[config.mk]
export PLATFORM = sky130hd
export DESIGN_NAME = imem_loader_flat
export DESIGN_NICKNAME = d
export VERILOG_FILES = /design/src/rtl/imem_loader_if.sv /design/src/rtl/imem_loader.sv /design/src/flat_wrapper.sv
export SDC_FILE = /design/constraint.sdc
export NUM_CORES = 1
export LEC_CHECK = 0
export CAP_MARGIN = 40
export CORE_ASPECT_RATIO = 1.2
export CORE_MARGIN = 3
export CORE_UTILIZATION = 40
export CTS_CLUSTER_DIAMETER = 200
export DETAILED_ROUTE_END_ITERATION = 8
export PLACE_DENSITY = 0.69
export SLEW_MARGIN = 10
export SYNTH_ARGS = -nofsm -noshare
export SYNTH_HDL_FRONTEND = slang
export SYNTH_SLANG_ARGS = --single-unit
[constraint.sdc]
create_clock -name i_clk -period 2.7 [get_ports i_clk]
set_clock_uncertainty 0.15 [all_clocks]
set_input_delay 0.54 -clock i_clk [delete_from_list [all_inputs] [get_ports i_clk]]
set_output_delay 0.54 -clock i_clk [all_outputs]
set_load 0.03 [all_outputs]
[src/rtl/imem_loader_if.sv]
// -----------------------------------------------------------------------------
// imem_loader_if
// Host byte channel feeding the instruction-memory loader.
//   s_valid : host byte valid (host -> loader)
//   s_data  : host byte       (host -> loader)
//   s_ready : loader can take a byte (loader -> host)
// A byte transfers on a rising edge where s_valid && s_ready.
// Modports: master = host side, slave = loader side.
// -----------------------------------------------------------------------------
interface imem_loader_if;
   logic       s_valid;
   logic [7:0] s_data;
   logic       s_ready;

   modport master (
      output s_valid,
      output s_data,
      input  s_ready
   );

   modport slave (
      input  s_valid,
      input  s_data,
      output s_ready
   );
endinterface

[src/rtl/imem_loader.sv]
// -----------------------------------------------------------------------------
// imem_loader
// Receives a program image over a byte channel, writes it word by word into
// the instruction memory and holds the core in reset until the whole image
// has arrived with a matching XOR checksum.
// Frame: count_lo, count_hi (word count N, LE), 4*N data bytes (LE words),
//        one checksum byte = XOR of every preceding frame byte.
// Ports:
//   i_clk        : clock, rising edge
//   i_reset      : synchronous active-high reset
//   i_start      : one-cycle pulse arming a load (honoured in idle/done/error)
//   io_host      : byte channel (slave side), s_ready is registered
//   o_imem_we    : one-cycle imem write strobe
//   o_imem_addr  : imem word address
//   o_imem_wdata : assembled 32-bit word
//   o_core_hold  : 1 keeps the core in reset
//   o_done       : image loaded and verified
//   o_error      : load aborted (oversize count or checksum mismatch)
// -----------------------------------------------------------------------------
module imem_loader #(
   parameter int unsigned DEPTH = 64,
   parameter int unsigned AW    = $clog2(DEPTH)
) (
   input  logic          i_clk,
   input  logic          i_reset,
   input  logic          i_start,
   imem_loader_if.slave  io_host,
   output logic          o_imem_we,
   output logic [AW-1:0] o_imem_addr,
   output logic [31:0]   o_imem_wdata,
   output logic          o_core_hold,
   output logic          o_done,
   output logic          o_error
);

   localparam logic [15:0] DepthW = 16'(DEPTH);

   typedef enum logic [2:0] {
      StIdle,
      StCntLo,
      StCntHi,
      StData,
      StCsum,
      StDone,
      StErr
   } state_e;

   state_e        r_state;
   logic          r_ready;
   logic          r_we;
   logic [AW-1:0] r_addr;
   logic [31:0]   r_wdata;
   logic          r_hold;
   logic          r_done;
   logic          r_error;
   logic [7:0]    r_xor;
   logic [1:0]    r_byte_idx;
   // One bit wider than the address so N == DEPTH ends without wrapping.
   logic [AW:0]   r_word_idx;
   logic [15:0]   r_count;
   // Bytes 0..2 of the word in flight; byte 0 ends up in bits 7:0.
   logic [23:0]   r_shift;

   logic          w_fire;
   logic [15:0]   w_count;
   logic [AW:0]   w_word_next;
   logic          w_last_word;

   assign w_fire      = io_host.s_valid & r_ready;
   assign w_count     = {io_host.s_data, r_count[7:0]};
   assign w_word_next = r_word_idx + 1'b1;
   assign w_last_word = ({{(15 - AW){1'b0}}, w_word_next} == r_count);

   always_ff @(posedge i_clk) begin
      if (i_reset) begin
         r_state    <= StIdle;
         r_ready    <= 1'b0;
         r_we       <= 1'b0;
         r_addr     <= '0;
         r_wdata    <= '0;
         r_hold     <= 1'b1;
         r_done     <= 1'b0;
         r_error    <= 1'b0;
         r_xor      <= '0;
         r_byte_idx <= '0;
         r_word_idx <= '0;
         r_count    <= '0;
         r_shift    <= '0;
      end else begin
         r_we <= 1'b0;
         unique case (r_state)
            StIdle, StDone, StErr: begin
               if (i_start) begin
                  r_state    <= StCntLo;
                  r_ready    <= 1'b1;
                  r_hold     <= 1'b1;
                  r_done     <= 1'b0;
                  r_error    <= 1'b0;
                  r_xor      <= '0;
                  r_byte_idx <= '0;
                  r_word_idx <= '0;
               end
            end

            StCntLo: begin
               if (w_fire) begin
                  r_count[7:0] <= io_host.s_data;
                  r_xor        <= r_xor ^ io_host.s_data;
                  r_state      <= StCntHi;
               end
            end

            StCntHi: begin
               if (w_fire) begin
                  r_count[15:8] <= io_host.s_data;
                  r_xor         <= r_xor ^ io_host.s_data;
                  if (w_count > DepthW) begin
                     r_state <= StErr;
                     r_ready <= 1'b0;
                     r_error <= 1'b1;
                     r_hold  <= 1'b1;
                  end else if (w_count == 16'd0) begin
                     r_state <= StCsum;
                  end else begin
                     r_state <= StData;
                  end
               end
            end

            StData: begin
               if (w_fire) begin
                  r_xor      <= r_xor ^ io_host.s_data;
                  r_byte_idx <= r_byte_idx + 2'd1;
                  if (r_byte_idx == 2'd3) begin
                     r_we       <= 1'b1;
                     r_addr     <= r_word_idx[AW-1:0];
                     r_wdata    <= {io_host.s_data, r_shift};
                     r_word_idx <= w_word_next;
                     if (w_last_word) begin
                        r_state <= StCsum;
                     end
                  end else begin
                     r_shift <= {io_host.s_data, r_shift[23:8]};
                  end
               end
            end

            StCsum: begin
               if (w_fire) begin
                  r_ready <= 1'b0;
                  if (io_host.s_data == r_xor) begin
                     r_state <= StDone;
                     r_done  <= 1'b1;
                     r_hold  <= 1'b0;
                  end else begin
                     r_state <= StErr;
                     r_error <= 1'b1;
                     r_hold  <= 1'b1;
                  end
               end
            end

            default: begin
               r_state <= StIdle;
               r_ready <= 1'b0;
               r_hold  <= 1'b1;
               r_done  <= 1'b0;
               r_error <= 1'b0;
            end
         endcase
      end
   end

   assign io_host.s_ready = r_ready;
   assign o_imem_we       = r_we;
   assign o_imem_addr     = r_addr;
   assign o_imem_wdata    = r_wdata;
   assign o_core_hold     = r_hold;
   assign o_done          = r_done;
   assign o_error         = r_error;

endmodule

[src/flat_wrapper.sv]
// flat-port wrapper written by rule: the top's interface ports become plain ports
module imem_loader_flat 
#(
   parameter int unsigned DEPTH = 64,
   parameter int unsigned AW    = $clog2(DEPTH)
)
  (i_clk, i_reset, i_start, o_imem_we, o_imem_addr, o_imem_wdata, o_core_hold, o_done, o_error, io_host_s_valid, io_host_s_data, io_host_s_ready);
  imem_loader_if io_host_i ();
  input  logic i_clk;
  input  logic i_reset;
  input  logic i_start;
  output logic o_imem_we;
  output logic [AW-1:0] o_imem_addr;
  output logic [31:0] o_imem_wdata;
  output logic o_core_hold;
  output logic o_done;
  output logic o_error;
  input wire logic [$bits(io_host_i.s_valid)-1:0] io_host_s_valid;
  input wire logic [$bits(io_host_i.s_data)-1:0] io_host_s_data;
  output wire logic [$bits(io_host_i.s_ready)-1:0] io_host_s_ready;
  assign io_host_i.s_valid = io_host_s_valid;
  assign io_host_i.s_data = io_host_s_data;
  assign io_host_s_ready = io_host_i.s_ready;
  imem_loader #(.DEPTH(DEPTH), .AW(AW)) u_core (.i_clk(i_clk), .i_reset(i_reset), .i_start(i_start), .io_host(io_host_i), .o_imem_we(o_imem_we), .o_imem_addr(o_imem_addr), .o_imem_wdata(o_imem_wdata), .o_core_hold(o_core_hold), .o_done(o_done), .o_error(o_error));
endmodule
==> results.md <==
* Status: complete, no violations
* Max Clk Rate at 0.425 GHz
* CP arrival at 2.44 ns
* Starting Density at 41.4%
* Clock Latency Late Sink at 0.34 ns
* Clk buf depth at 2
* # DRC at 0
* # IOs at 55
* H-tree depth at 3
* Yosys top cell by area: dfxtp_1
* GR Overflow Total at 0
* Synth cell count leaders: nand2_1, dfxtp_1, a21oi_1, nor2_1, clkbuf_1
* Die Ht at 121 um
* Avg Cell Area, Syn at 8.06 um^2
* Post-Syn Area at 0.00440 mm^2
* RSZ-0062 raised after global routing: no
* Filler Cells Inserted at 1004
* Async S/R FF share, synth at 0%
* Register area share after synthesis at 46.9%
* Comb pwr share at 17.3%
* Core Area at 0.0106 mm^2
* CTS Root Cell: clkbuf_16
* CTS sink count at 103
* Antenna cells at 0
* Critical path data required time at 2.78 ns
* Pre-CTS setup slack at -0.0127 ns
* HP Class: flip-flop to flip-flop
* Leakage at 1.91 nW
* Final core occ at 50.3%
* Setup crit end kind: flip-flop
* FP Rows at 41
* Flop2flop setup slack at 0.35 ns
* Worst r2r dst: u_core.r_state[1]$_SDFFE_PP0P_
* Worst VDD drop at 0.000334 V
* DR WL/cell at 14.2 um
* Antenna viol nets, final at 0
* WS Path Type: flip-flop to flip-flop
* Layout cells sized above 1 at 7.28%
* Synth Warn # at 0
* Final slew viol count at 0
* DIE AREA at 0.0123 mm^2
* Clock slew at reported path FFs at 0.07 ns
* Pre-antenna DRT Iters at 4
* Final setup vio count at 0
* GRT Overall Usage at 17.3%
* Worst r2r src: u_core.r_word_idx[0]$_SDFFE_PP0P_
* Fin cells at 720
* CTS tree: done
* Largest net degree at the start of global routing at 99
* Final Cycle Share at 87.1%
* Critical path startpoint: u_core.r_word_idx[0]$_SDFFE_PP0P_
* First-pass GRT wire length at 17100 um
* DP HPWL at 6980 um
* Routed vias/inst at 5.29
* Final Hold Fails at 0
* Worst Setup EP: u_core.r_state[1]$_SDFFE_PP0P_
* Number of synthesized flops with an enable pin at 0
* Post-CTS Setup Repair Bufs at 0
* Top_reg_cell synth: dfxtp_1
* Min cycle time layout at 2.35 ns
* Initial DRC Count at 174
* Synthesized Nets at 560
* Max Cap Violations at 0
* Area Overhead vs Synth at 21.5%
* Hold path depth at 2
* Slew @ Worst Pin at 0.555 ns
* Count leader, synth: nand2_1
* Placer Congestion at 0.841
* Critical Path Source Type: flip-flop
* Top cells by area, synth: dfxtp_1, nand2_1, a21oi_1
* Hold buffer count at cts at 0
* Placed Cells at 704
* Clock share of power at 35.2%
* Crit-path max FO at 2
* Post-CTS Resized at 0
* Sw frac at 28.9%
* Worst rel slew slack at 62.8%
* Die width at 102 um
* Nets@finish at 600
* Via count at 3809
* Cell area power density at 639 mW/mm^2
* NetSw at 987 uW
* Worst setup margin at 0.348 ns
* Internal Pwr Total at 2.43 mW
* Overall power at 3.42 mW
* Port bufs at 54
* Total wire length at 10200 um
* Total CTS buffers at 9
* Post-synth top area share at 46.9%
* Number of synthesized register bits at 103
* Post-synthesis cell count at 546
* R2R cell count at 6
* Initial antenna violation count at 0
* Distinct cells, synth at 54
* Vias in the first global route at 3620
* Reg power frac at 47.6%
how the worst min path moves through the flow:
stage,from,endpoint,slack [ns]
3_3_place_gp,u_core.r_shift[2]$_SDFFE_PP0P_,u_core.o_imem_wdata[2]$_SDFFE_PP0P_,0.29
2_1_floorplan,u_core.r_shift[0]$_SDFFE_PP0P_,u_core.o_imem_wdata[0]$_SDFFE_PP0P_,0.28
4_1_cts,u_core.r_shift[2]$_SDFFE_PP0P_,u_core.o_imem_wdata[2]$_SDFFE_PP0P_,0.30
6_report,u_core.r_shift[2]$_SDFFE_PP0P_,u_core.o_imem_wdata[2]$_SDFFE_PP0P_,0.30
3_5_place_dp,u_core.r_shift[2]$_SDFFE_PP0P_,u_core.o_imem_wdata[2]$_SDFFE_PP0P_,0.29
5_1_grt,u_core.o_imem_wdata[19]$_SDFFE_PP0P_,u_core.o_imem_wdata[19]$_SDFFE_PP0P_,0.32
flip-flops by register name, indices dropped and copies added (netlist names), 2 cells and up:
register             cells
u_core.r_word_idx        7
u_core.o_imem_addr       6
u_core.r_shift          24
u_core.r_xor             8
u_core.r_state           3
u_core.o_imem_wdata     32
u_core.r_count          16
u_core.r_byte_idx        2
layer usage:
metal  share of wire, %  global-route usage (%)  up-vias  routed length, um
li1                   -                       -     1930                  -
met2                 48                    27.9       75               4880
met5                  0                       0        -                  0
met1                 47                    22.5     1786               4760
met3                3.1                    3.11       18                318
met4                2.3                    7.23        0                230
cells by family after synthesis:
kind of cell	count (synthesis)	share of synthesized area, %
xor+xnor	16	3.19
flops	103	46.9
compound gates	128	16.7
fa+ha+maj	3	0.796
mux	16	3.64
simple gates	230	23.8
buf+inv	50	5.01
placed cells by master, fill, tap and decap left out, drive strengths merged, types with 2 or more instances in the layout:
cell type / synthesis / final
nor2: 39 / 39
nand3b: 10 / 10
o211ai: 2 / 2
a31o: 3 / 3
mux2i: 16 / 16
inv: 5 / 7
o21a: 3 / 3
clkdlybuf4s50: 0 / 53
or3: 6 / 6
o21ai: 17 / 17
o21bai: 2 / 2
xnor2: 12 / 12
nand2b: 2 / 2
nor4: 5 / 5
nand3: 6 / 6
and3: 2 / 2
nand4: 4 / 4
clkinv: 0 / 2
nor3: 7 / 7
or4: 6 / 6
buf: 18 / 21
xor2: 4 / 4
nand2: 133 / 133
a21oi: 81 / 81
nor2b: 2 / 2
clkinvlp: 0 / 2
o211a: 2 / 2
o31ai: 2 / 2
and2: 3 / 3
dfxtp: 103 / 103
ha: 2 / 2
a31oi: 5 / 5
clkbuf: 27 / 10
critical path: stages, from the launching register on:
cell and delay, ns:
dfxtp_1 0.31, ha_1 0.34, xor2_1 0.15, or4_1 0.40, nor4_1 0.42, a31oi_1 0.21, a22o_1 0.27
through the flow:
step / hold WS [ns] / instance area, um^2 / setup TNS (ns)
2_1_floorplan: 0.282 / 4400 / 0
3_3_place_gp: 0.292 / 5070 / 0
3_5_place_dp: 0.292 / 5070 / -0.0127
4_1_cts: 0.301 / 5350 / 0
5_1_grt: 0.324 / 5350 / 0
6_report: 0.300 / 5350 / 0
power by group through the flow:
stage | Combinational (mW) | Clock, mW | Sequential, mW
floorplan | 0.444 | 0 | 1.63
global placement | 0.561 | 0 | 1.66
detailed placement | 0.585 | 0 | 1.66
CTS | 0.588 | 1.23 | 1.62
global route | 0.642 | 1.28 | 1.63
finish | 0.590 | 1.20 | 1.63
final cells by class:
class | count | area [um^2] | area share, %
Clock buffer | 10 | 229 | 4.28
Clock inverter | 6 | 42.5 | 0.796
Inverter | 5 | 18.8 | 0.351
Multi-Input combinational cell | 393 | 2120 | 39.7
Sequential cell | 103 | 2060 | 38.6
Tap cell | 129 | 161 | 3.02
Timing Repair Buffer | 74 | 711 | 13.3
No activity file was read; power rests on OpenSTA's default activity.
